## config.mk

```make
export PLATFORM = sky130hd
export DESIGN_NAME = mc_control_fsm_flat
export DESIGN_NICKNAME = d
export VERILOG_FILES = /design/src/rtl/mc_control_fsm_if.sv /design/src/rtl/mc_control_fsm.sv /design/src/flat_wrapper.sv
export SDC_FILE = /design/constraint.sdc
export NUM_CORES = 1
export LEC_CHECK = 0
export CAP_MARGIN = 20
export CORE_MARGIN = 5
export CORE_UTILIZATION = 35
export CTS_CLUSTER_DIAMETER = 30
export DETAILED_ROUTE_END_ITERATION = 10
export GPL_TIMING_DRIVEN = 0
export PLACE_DENSITY = 0.75
export SYNTH_ARGS = -nofsm -noshare
export SYNTH_HDL_FRONTEND = slang
export SYNTH_SLANG_ARGS = --single-unit
```

## constraint.sdc

```tcl
create_clock -name clk_i -period 1.55 [get_ports clk_i]
set_clock_uncertainty 0.15 [all_clocks]
set_input_delay 0.2325 -clock clk_i [delete_from_list [all_inputs] [get_ports clk_i]]
set_output_delay 0.2325 -clock clk_i [all_outputs]
set_load 0.05 [all_outputs]
```

## src/rtl/mc_control_fsm_if.sv

```systemverilog
// Control bus between the multi-cycle controller and its datapath.
// The controller connects to the master side and the datapath to the slave side.
interface mc_control_fsm_if;
  logic [6:0] op_i;
  logic       mem_ready_i;
  logic       pc_write_o;
  logic       ir_write_o;
  logic       reg_write_o;
  logic       mem_write_o;
  logic       mem_req_o;
  logic       branch_o;
  logic       adr_src_o;
  logic [1:0] result_src_o;
  logic [1:0] alu_src_a_o;
  logic [1:0] alu_src_b_o;
  logic [1:0] alu_op_o;
  logic [2:0] imm_src_o;
  logic [3:0] state_o;
  logic       illegal_o;

  modport master (
    input  op_i, mem_ready_i,
    output pc_write_o, ir_write_o, reg_write_o, mem_write_o, mem_req_o,
           branch_o, adr_src_o, result_src_o, alu_src_a_o, alu_src_b_o,
           alu_op_o, imm_src_o, state_o, illegal_o
  );

  modport slave (
    output op_i, mem_ready_i,
    input  pc_write_o, ir_write_o, reg_write_o, mem_write_o, mem_req_o,
           branch_o, adr_src_o, result_src_o, alu_src_a_o, alu_src_b_o,
           alu_op_o, imm_src_o, state_o, illegal_o
  );
endinterface

```

## src/rtl/mc_control_fsm.sv

```systemverilog
// Multi-cycle RISC-V style main controller: Moore FSM sequencing fetch,
// decode, memory, ALU, branch and jump steps, with a sticky illegal-opcode trap.
module mc_control_fsm #(
  parameter int MEM_HANDSHAKE = 1,
  parameter int SUPPORT_U     = 1
) (
  input logic         clk_i,
  input logic         rst_ni,
  mc_control_fsm_if.master bus
);

  typedef enum logic [3:0] {
    S_FETCH    = 4'd0,
    S_DECODE   = 4'd1,
    S_MEMADR   = 4'd2,
    S_MEMREAD  = 4'd3,
    S_MEMWB    = 4'd4,
    S_MEMWRITE = 4'd5,
    S_EXECR    = 4'd6,
    S_EXECI    = 4'd7,
    S_ALUWB    = 4'd8,
    S_BRANCH   = 4'd9,
    S_JAL      = 4'd10,
    S_JALR_TGT = 4'd11,
    S_LUI      = 4'd12,
    S_AUIPC    = 4'd13,
    S_TRAP     = 4'd14
  } state_t;

  localparam logic [6:0] OP_LOAD   = 7'b0000011;
  localparam logic [6:0] OP_STORE  = 7'b0100011;
  localparam logic [6:0] OP_R      = 7'b0110011;
  localparam logic [6:0] OP_I      = 7'b0010011;
  localparam logic [6:0] OP_BRANCH = 7'b1100011;
  localparam logic [6:0] OP_JAL    = 7'b1101111;
  localparam logic [6:0] OP_JALR   = 7'b1100111;
  localparam logic [6:0] OP_LUI    = 7'b0110111;
  localparam logic [6:0] OP_AUIPC  = 7'b0010111;

  state_t state_q, state_d;
  logic   illegal_q;
  logic   mem_done;

  logic pc_write, ir_write, reg_write, mem_write, mem_req, branch, adr_src;
  logic [1:0] result_src, alu_src_a, alu_src_b, alu_op;

  assign mem_done = (MEM_HANDSHAKE != 0) ? bus.mem_ready_i : 1'b1;

  always_ff @(posedge clk_i) begin
    if (!rst_ni) begin
      state_q   <= S_FETCH;
      illegal_q <= 1'b0;
    end else begin
      state_q <= state_d;
      if (state_d == S_TRAP) illegal_q <= 1'b1;
    end
  end

  always_comb begin
    state_d    = state_q;
    pc_write   = 1'b0;
    ir_write   = 1'b0;
    reg_write  = 1'b0;
    mem_write  = 1'b0;
    mem_req    = 1'b0;
    branch     = 1'b0;
    adr_src    = 1'b0;
    result_src = '0;
    alu_src_a  = '0;
    alu_src_b  = '0;
    alu_op     = '0;
    case (state_q)
      S_FETCH: begin
        mem_req    = 1'b1;
        alu_src_b  = 2'b10;
        result_src = 2'b10;
        if (mem_done) begin
          ir_write = 1'b1;
          pc_write = 1'b1;
          state_d  = S_DECODE;
        end
      end
      S_DECODE: begin
        alu_src_a = 2'b01;
        alu_src_b = 2'b01;
        case (bus.op_i)
          OP_LOAD, OP_STORE: state_d = S_MEMADR;
          OP_R:              state_d = S_EXECR;
          OP_I:              state_d = S_EXECI;
          OP_BRANCH:         state_d = S_BRANCH;
          OP_JAL:            state_d = S_JAL;
          OP_JALR:           state_d = S_JALR_TGT;
          OP_LUI:            state_d = (SUPPORT_U != 0) ? S_LUI : S_TRAP;
          OP_AUIPC:          state_d = (SUPPORT_U != 0) ? S_AUIPC : S_TRAP;
          default:           state_d = S_TRAP;
        endcase
      end
      S_MEMADR: begin
        alu_src_a = 2'b10;
        alu_src_b = 2'b01;
        state_d   = (bus.op_i == OP_LOAD) ? S_MEMREAD : S_MEMWRITE;
      end
      S_MEMREAD: begin
        mem_req = 1'b1;
        adr_src = 1'b1;
        if (mem_done) state_d = S_MEMWB;
      end
      S_MEMWB: begin
        result_src = 2'b01;
        reg_write  = 1'b1;
        state_d    = S_FETCH;
      end
      S_MEMWRITE: begin
        mem_req   = 1'b1;
        adr_src   = 1'b1;
        mem_write = 1'b1;
        if (mem_done) state_d = S_FETCH;
      end
      S_EXECR: begin
        alu_src_a = 2'b10;
        alu_op    = 2'b10;
        state_d   = S_ALUWB;
      end
      S_EXECI: begin
        alu_src_a = 2'b10;
        alu_src_b = 2'b01;
        alu_op    = 2'b10;
        state_d   = S_ALUWB;
      end
      S_ALUWB: begin
        reg_write = 1'b1;
        state_d   = S_FETCH;
      end
      S_BRANCH: begin
        alu_src_a = 2'b10;
        alu_op    = 2'b01;
        branch    = 1'b1;
        state_d   = S_FETCH;
      end
      S_JALR_TGT: begin
        alu_src_a = 2'b10;
        alu_src_b = 2'b01;
        state_d   = S_JAL;
      end
      S_JAL: begin
        alu_src_a = 2'b01;
        alu_src_b = 2'b10;
        pc_write  = 1'b1;
        state_d   = S_ALUWB;
      end
      S_LUI: begin
        alu_src_a = 2'b11;
        alu_src_b = 2'b01;
        state_d   = S_ALUWB;
      end
      S_AUIPC: begin
        alu_src_a = 2'b01;
        alu_src_b = 2'b01;
        state_d   = S_ALUWB;
      end
      S_TRAP:  state_d = S_TRAP;
      default: state_d = S_FETCH;
    endcase
  end

  always_comb begin
    case (bus.op_i)
      OP_STORE:          bus.imm_src_o = 3'b001;
      OP_BRANCH:         bus.imm_src_o = 3'b010;
      OP_LUI, OP_AUIPC:  bus.imm_src_o = 3'b011;
      OP_JAL:            bus.imm_src_o = 3'b100;
      default:           bus.imm_src_o = 3'b000;
    endcase
  end

  // Enables are gated by reset so an aborted access leaves no side-effects.
  assign bus.pc_write_o   = pc_write  & rst_ni;
  assign bus.ir_write_o   = ir_write  & rst_ni;
  assign bus.reg_write_o  = reg_write & rst_ni;
  assign bus.mem_write_o  = mem_write & rst_ni;
  assign bus.mem_req_o    = mem_req   & rst_ni;
  assign bus.branch_o     = branch    & rst_ni;
  assign bus.adr_src_o    = adr_src;
  assign bus.result_src_o = result_src;
  assign bus.alu_src_a_o  = alu_src_a;
  assign bus.alu_src_b_o  = alu_src_b;
  assign bus.alu_op_o     = alu_op;
  assign bus.state_o      = state_q;
  assign bus.illegal_o    = illegal_q;

endmodule

```

## src/flat_wrapper.sv

```systemverilog
// flat-port wrapper written by rule: the top's interface ports become plain ports
module mc_control_fsm_flat 
#(
  parameter int MEM_HANDSHAKE = 1,
  parameter int SUPPORT_U     = 1
)
  (clk_i, rst_ni, bus_op_i, bus_mem_ready_i, bus_pc_write_o, bus_ir_write_o, bus_reg_write_o, bus_mem_write_o, bus_mem_req_o, bus_branch_o, bus_adr_src_o, bus_result_src_o, bus_alu_src_a_o, bus_alu_src_b_o, bus_alu_op_o, bus_imm_src_o, bus_state_o, bus_illegal_o);
  mc_control_fsm_if bus_i ();
  input logic clk_i;
  input logic rst_ni;
  input wire logic [$bits(bus_i.op_i)-1:0] bus_op_i;
  input wire logic [$bits(bus_i.mem_ready_i)-1:0] bus_mem_ready_i;
  output wire logic [$bits(bus_i.pc_write_o)-1:0] bus_pc_write_o;
  output wire logic [$bits(bus_i.ir_write_o)-1:0] bus_ir_write_o;
  output wire logic [$bits(bus_i.reg_write_o)-1:0] bus_reg_write_o;
  output wire logic [$bits(bus_i.mem_write_o)-1:0] bus_mem_write_o;
  output wire logic [$bits(bus_i.mem_req_o)-1:0] bus_mem_req_o;
  output wire logic [$bits(bus_i.branch_o)-1:0] bus_branch_o;
  output wire logic [$bits(bus_i.adr_src_o)-1:0] bus_adr_src_o;
  output wire logic [$bits(bus_i.result_src_o)-1:0] bus_result_src_o;
  output wire logic [$bits(bus_i.alu_src_a_o)-1:0] bus_alu_src_a_o;
  output wire logic [$bits(bus_i.alu_src_b_o)-1:0] bus_alu_src_b_o;
  output wire logic [$bits(bus_i.alu_op_o)-1:0] bus_alu_op_o;
  output wire logic [$bits(bus_i.imm_src_o)-1:0] bus_imm_src_o;
  output wire logic [$bits(bus_i.state_o)-1:0] bus_state_o;
  output wire logic [$bits(bus_i.illegal_o)-1:0] bus_illegal_o;
  assign bus_i.op_i = bus_op_i;
  assign bus_i.mem_ready_i = bus_mem_ready_i;
  assign bus_pc_write_o = bus_i.pc_write_o;
  assign bus_ir_write_o = bus_i.ir_write_o;
  assign bus_reg_write_o = bus_i.reg_write_o;
  assign bus_mem_write_o = bus_i.mem_write_o;
  assign bus_mem_req_o = bus_i.mem_req_o;
  assign bus_branch_o = bus_i.branch_o;
  assign bus_adr_src_o = bus_i.adr_src_o;
  assign bus_result_src_o = bus_i.result_src_o;
  assign bus_alu_src_a_o = bus_i.alu_src_a_o;
  assign bus_alu_src_b_o = bus_i.alu_src_b_o;
  assign bus_alu_op_o = bus_i.alu_op_o;
  assign bus_imm_src_o = bus_i.imm_src_o;
  assign bus_state_o = bus_i.state_o;
  assign bus_illegal_o = bus_i.illegal_o;
  mc_control_fsm #(.MEM_HANDSHAKE(MEM_HANDSHAKE), .SUPPORT_U(SUPPORT_U)) u_core (.clk_i(clk_i), .rst_ni(rst_ni), .bus(bus_i));
endmodule
```

==> run_results.csv, run 1 <==
group,metric,value,unit
synth,syn_nets,110,
synth,synth_area_leader_cell,"dfxtp_1",
synth,synth-async-reset-ratio,0,%
synth,ys_seq_area_share,15.69,%
sta,endpoint_type,"output port",
synth,synthMostInstantiatedCell,"nand2_1",
clocking,cts_buffers,3,
synth,synth.avg_cell_area,6.381,µm²
clocking,clockBufferDepth,2,
placed_design,portBuffers,32,
synth,ys_ff_latch,5,
synth,synthMuxAreaShare,3.137,%
global_routing,grt_max_degree,11,
synth,synth_simple_gate_area_share,44.90,%
synth,yosysTopAreaCellShare,15.69,%
placed_design,dp.cells,157,
synth,synth_adder_area_share,0,%
synth,synthCells,100,
floorplan,die_w,52.70,µm
clocking,ctsHoldBuffers,0,
status,stop_stage,"global routing (5_1_grt)",
synth,synth_cell_types,35,
synth,netlist_area,638.1,µm²
placed_design,dp_slack,-1.198,ns
synth,yosysWarnings,0,
synth,yosys.area_share.xor_xnor,2.745,%
floorplan,die_h,52.70,µm
synth,synth_top_family_by_area,"simple AND/OR/NAND/NOR gates",
floorplan,start_util,36.96,%
clocking,clkSinkCount,5,
clocking,cts-htree-levels,1,
status,firstError,"[ERROR DPL-0038] Utilization greater than 100%, impossible to legalize",
synth,synth-main-ff-cell,"dfxtp_1",
synth,synth_edf_count,0,
clocking,cts_root_buf,"clkbuf_4",
placed_design,gp_congestion,0.8090,
sta,crit_endpoint,"bus_ir_write_o",
floorplan,num_rows,15,
floorplan,ios,33,
placed_design,dp_hpwl,1.776,mm
synth,synth_common_cells,"nand2_1, o21ai_0, nor3_1",
synth,synth.area.top_cells,"dfxtp_1, nand2_1, o21ai_0, nor3_1, nand2b_1",
synth,synth_compound_area_share,26.67,%
status,outcome,"did not finish",
[kinds of logic after synthesis]
family / count (synthesis)
xor+xnor: 2
compound gates: 27
buf+inv: 10
simple gates: 54
flops: 5
mux: 2
[per-stage QoR]
stage               cell area, µm²  hold WS, ns
global placement              1236       0.3086
CTS                           1667       0.3189
detailed placement            1236       0.3091
floorplan                    884.6       0.2037
[what timing repair did]
item,in CTS
resized for setup,198
gates cloned,2
setup endpoints to repair,28
pin swaps,11
buffers inserted,23
==> run 2: changes to the inputs <==
--- a/config.mk
+++ b/config.mk
@@ -6,12 +6,11 @@
 export NUM_CORES = 1
 export LEC_CHECK = 0
 export CAP_MARGIN = 20
-export CORE_MARGIN = 5
-export CORE_UTILIZATION = 35
-export CTS_CLUSTER_DIAMETER = 30
+export CORE_AREA = 5 5 66 68
 export DETAILED_ROUTE_END_ITERATION = 10
+export DIE_AREA = 0 0 71 73
 export GPL_TIMING_DRIVEN = 0
-export PLACE_DENSITY = 0.75
+export PLACE_DENSITY_LB_ADDON = 0.15
 export SYNTH_ARGS = -nofsm -noshare
 export SYNTH_HDL_FRONTEND = slang
 export SYNTH_SLANG_ARGS = --single-unit
==> constraint.sdc (replaced) <==
create_clock -name clk_i -period 2.02 [get_ports clk_i]
set_clock_uncertainty 0.15 [all_clocks]
set_input_delay 0.303 -clock clk_i [delete_from_list [all_inputs] [get_ports clk_i]]
set_output_delay 0.303 -clock clk_i [all_outputs]
set_load 0.05 [all_outputs]
==> run_results.csv, run 2 <==
group,metric,value,unit
synth,synth.area.top_cells,"dfxtp_1, nand2_1, o21ai_0, nor3_1, nand2b_1",
drt,vias,866,
synth,yosysWarnings,0,
synth,netlist_area,638.1,µm²
critical_path,crit_slowest_cell,"dfxtp_4",
sta,hold_viol_final,0,
placed_design,gp_congestion,0.7904,
drt,postRouteWirelength,2.423,mm
placed_design,dp_slack,-0.8247,ns
synth,ys_ff_latch,5,
critical_path,path_cells,"clkbuf_4 -> clkbuf_8 -> a2111oi_4 -> buf_6",
clocking,cts_root_buf,"clkbuf_8",
power,vdd.ir_drop.worst,251.2,µV
global_routing,grt_pass1_wl,4.043,mm
drt,route.detailed.drc,0,
synth,synth_edf_count,0,
power,power,1.221,mW
hold_path,hold_path.class,"reg -> reg",
synth,synthMostInstantiatedCell,"nand2_1",
layout,layout-drive-gt1-share,44.20,%
power,swShare,54.37,%
drt,wl_per_cell,12.89,µm
synth,synth_area_leader_cell,"dfxtp_1",
power,clockPowerShare,14.7,%
sta,fmaxAchievable,510.0,MHz
critical_path,path_class,"reg -> out",
critical_path,worst_setup_path_start_kind,"flop",
sta,rsz0062_at_grt,"yes",
sta,fin_ws,0.05909,ns
clocking,cts_buffers,3,
critical_path,ff2ff_path_depth,6,
clocking,cts-htree-levels,1,
synth,yosysTopAreaCellShare,15.69,%
clocking,clockBufferDepth,2,
synth,synth-async-reset-ratio,0,%
power,p_comb_share,73.1,%
clocking,clk_pin_slew_worst_paths,0.03,ns
sta,setup_viol,0,
sta,setup-tns-final,0,ns
synth,synth-main-ff-cell,"dfxtp_1",
global_routing,antenna_found_initial,0,
critical_path,worstPathRequired,1.57,ns
drt,drtIter0Drc,45,
layout,final_cells,188,
drt,antenna_left,0,
critical_path,arrival,1.51,ns
floorplan,ios,33,
floorplan,dieArea,0.005183,mm²
sta,max_slew_margin,66.66,%
placed_design,dp.cells,182,
synth,synthCells,100,
placed_design,portBuffers,32,
layout,nNetsFinal,149,
synth,ys_seq_area_share,15.69,%
sta,tightest_slew,0.4985,ns
synth,syn_nets,110,
critical_path,cpPeakStageDelay,0.36,ns
global_routing,grt_usage,9.487,%
floorplan,die_h,73,µm
status,outcome,"finished, final reports clean",
power,power.internal,0.5569,mW
global_routing,first_global_vias,860,
layout,largest_reg_flops,4,
power,leakage,0.4924,nW
hold_path,hold_path_depth,1,
placed_design,dp_hpwl,1.882,mm
layout,multi_input_area,636.9,µm²
synth,synth_common_cells,"nand2_1, o21ai_0, nor3_1",
layout,final_cell_mix,"nand2_1, buf_2, clkdlybuf4s50_1",
sta,maxSlewViolCount,0,
synth,synth_cell_types,35,
clocking,clock_latency,0.22,ns
power,pwr-share-seq,12.3,%
sta,finalCritPeriodShare,97.07,%
floorplan,start_util,16.80,%
drt,via_per_inst,4.606,
synth,synth.avg_cell_area,6.381,µm²
layout,nFillCells,432,
floorplan,num_rows,23,
layout,register_area,115.1,µm²
global_routing,grt-ovfl-total,0,
flow_run,cap_violations,0,
clocking,clkSinkCount,5,
drt,first_pass_iters,4,
power,net-switching-power,0.6636,mW
global_routing,grt_max_degree,11,
clocking,ctsHoldBuffers,0,
power,powerDensity,1005,mW/mm²
layout,synthToLayoutAreaGrowth,90.39,%
layout,final_common_cell,"nand2_1",
floorplan,coreArea,0.003799,mm²
clocking,cts_tree,"yes",
floorplan,die_w,71,µm
layout,utilization,31.98,%
critical_path,end_kind,"output pin",
layout,n_antenna_cell,0,
critical_path,path_max_fanout,10,
sta,post-route-min-period,1.961,ns
-- run 2: layout make-up --
| type | count | area share, % |
|---|---|---|
| Timing Repair Buffer | 34 | 23.27 |
| Multi-Input combinational cell | 85 | 52.42 |
| Clock buffer | 4 | 3.708 |
| Buffer | 6 | 4.325 |
| Inverter | 4 | 1.648 |
| Sequential cell | 5 | 9.475 |
| Tap cell | 50 | 5.149 |
-- run 2: worst paths after layout --
| path | start | end | slack (ns) |
|---|---|---|---|
| hold / removal | u_core.bus.illegal_o$_SDFFE_PN0N_ | u_core.bus.illegal_o$_SDFFE_PN0N_ | 0.32 |
| setup / recovery | u_core.bus.state_o[0]$_SDFF_PN0_ | bus_reg_write_o | 0.06 |
| hold reg to reg | u_core.bus.illegal_o$_SDFFE_PN0N_ | u_core.bus.illegal_o$_SDFFE_PN0N_ | 0.32 |
| setup reg to reg | u_core.bus.state_o[3]$_SDFF_PN0_ | u_core.bus.illegal_o$_SDFFE_PN0N_ | 0.37 |
-- run 2: critical path: cells and delay by family (launching register included) --
kind            cells  cell delay, ns
compound gates      1            0.34
buf+inv             3            0.59
flops               1            0.36
-- run 2: cells by family (layout without fill, tap and decap cells) --
group	after synthesis	count (layout)	share of synthesized area, %
compound gates	27	27	26.67
mux	2	2	3.137
buf+inv	10	48	6.862
simple gates	54	54	44.90
xor+xnor	2	2	2.746
flops	5	5	15.69
-- run 2: routing by layer --
metal,global-route usage (%),part of all wire [%]
met5,0,0
met4,5.428,4.0
met3,2.066,5.9
met2,15.24,45
met1,11.70,45
-- run 2: power groups by stage --
stage / clock, mW / combinational [mW] / sequential (mW)
2_1_floorplan: 0 / 0.595 / 0.197
4_1_cts: 0.186 / 0.904 / 0.149
3_5_place_dp: 0 / 0.894 / 0.149
3_3_place_gp: 0 / 0.893 / 0.150
5_1_grt: 0.196 / 0.951 / 0.153
6_report: 0.179 / 0.892 / 0.150
-- run 2: timing repair --
item | CTS | global route
gates resized for setup | 100 | 22
buffers inserted | 1 | 1
endpoints found under the hold margin | 0 | 0
pin swaps | 1 | 0
endpoints found under the setup margin | 19 | 14
-- run 2: per-stage QoR --
stage	hold slack (ns)	cell area, µm²
after floorplan	0.2742	779.5
after global placement	0.3112	1162
after detailed placement	0.3174	1162
after CTS	0.3248	1231
after global routing	0.3435	1215
final	0.3213	1215
No activity file was read; power rests on OpenSTA's default activity.
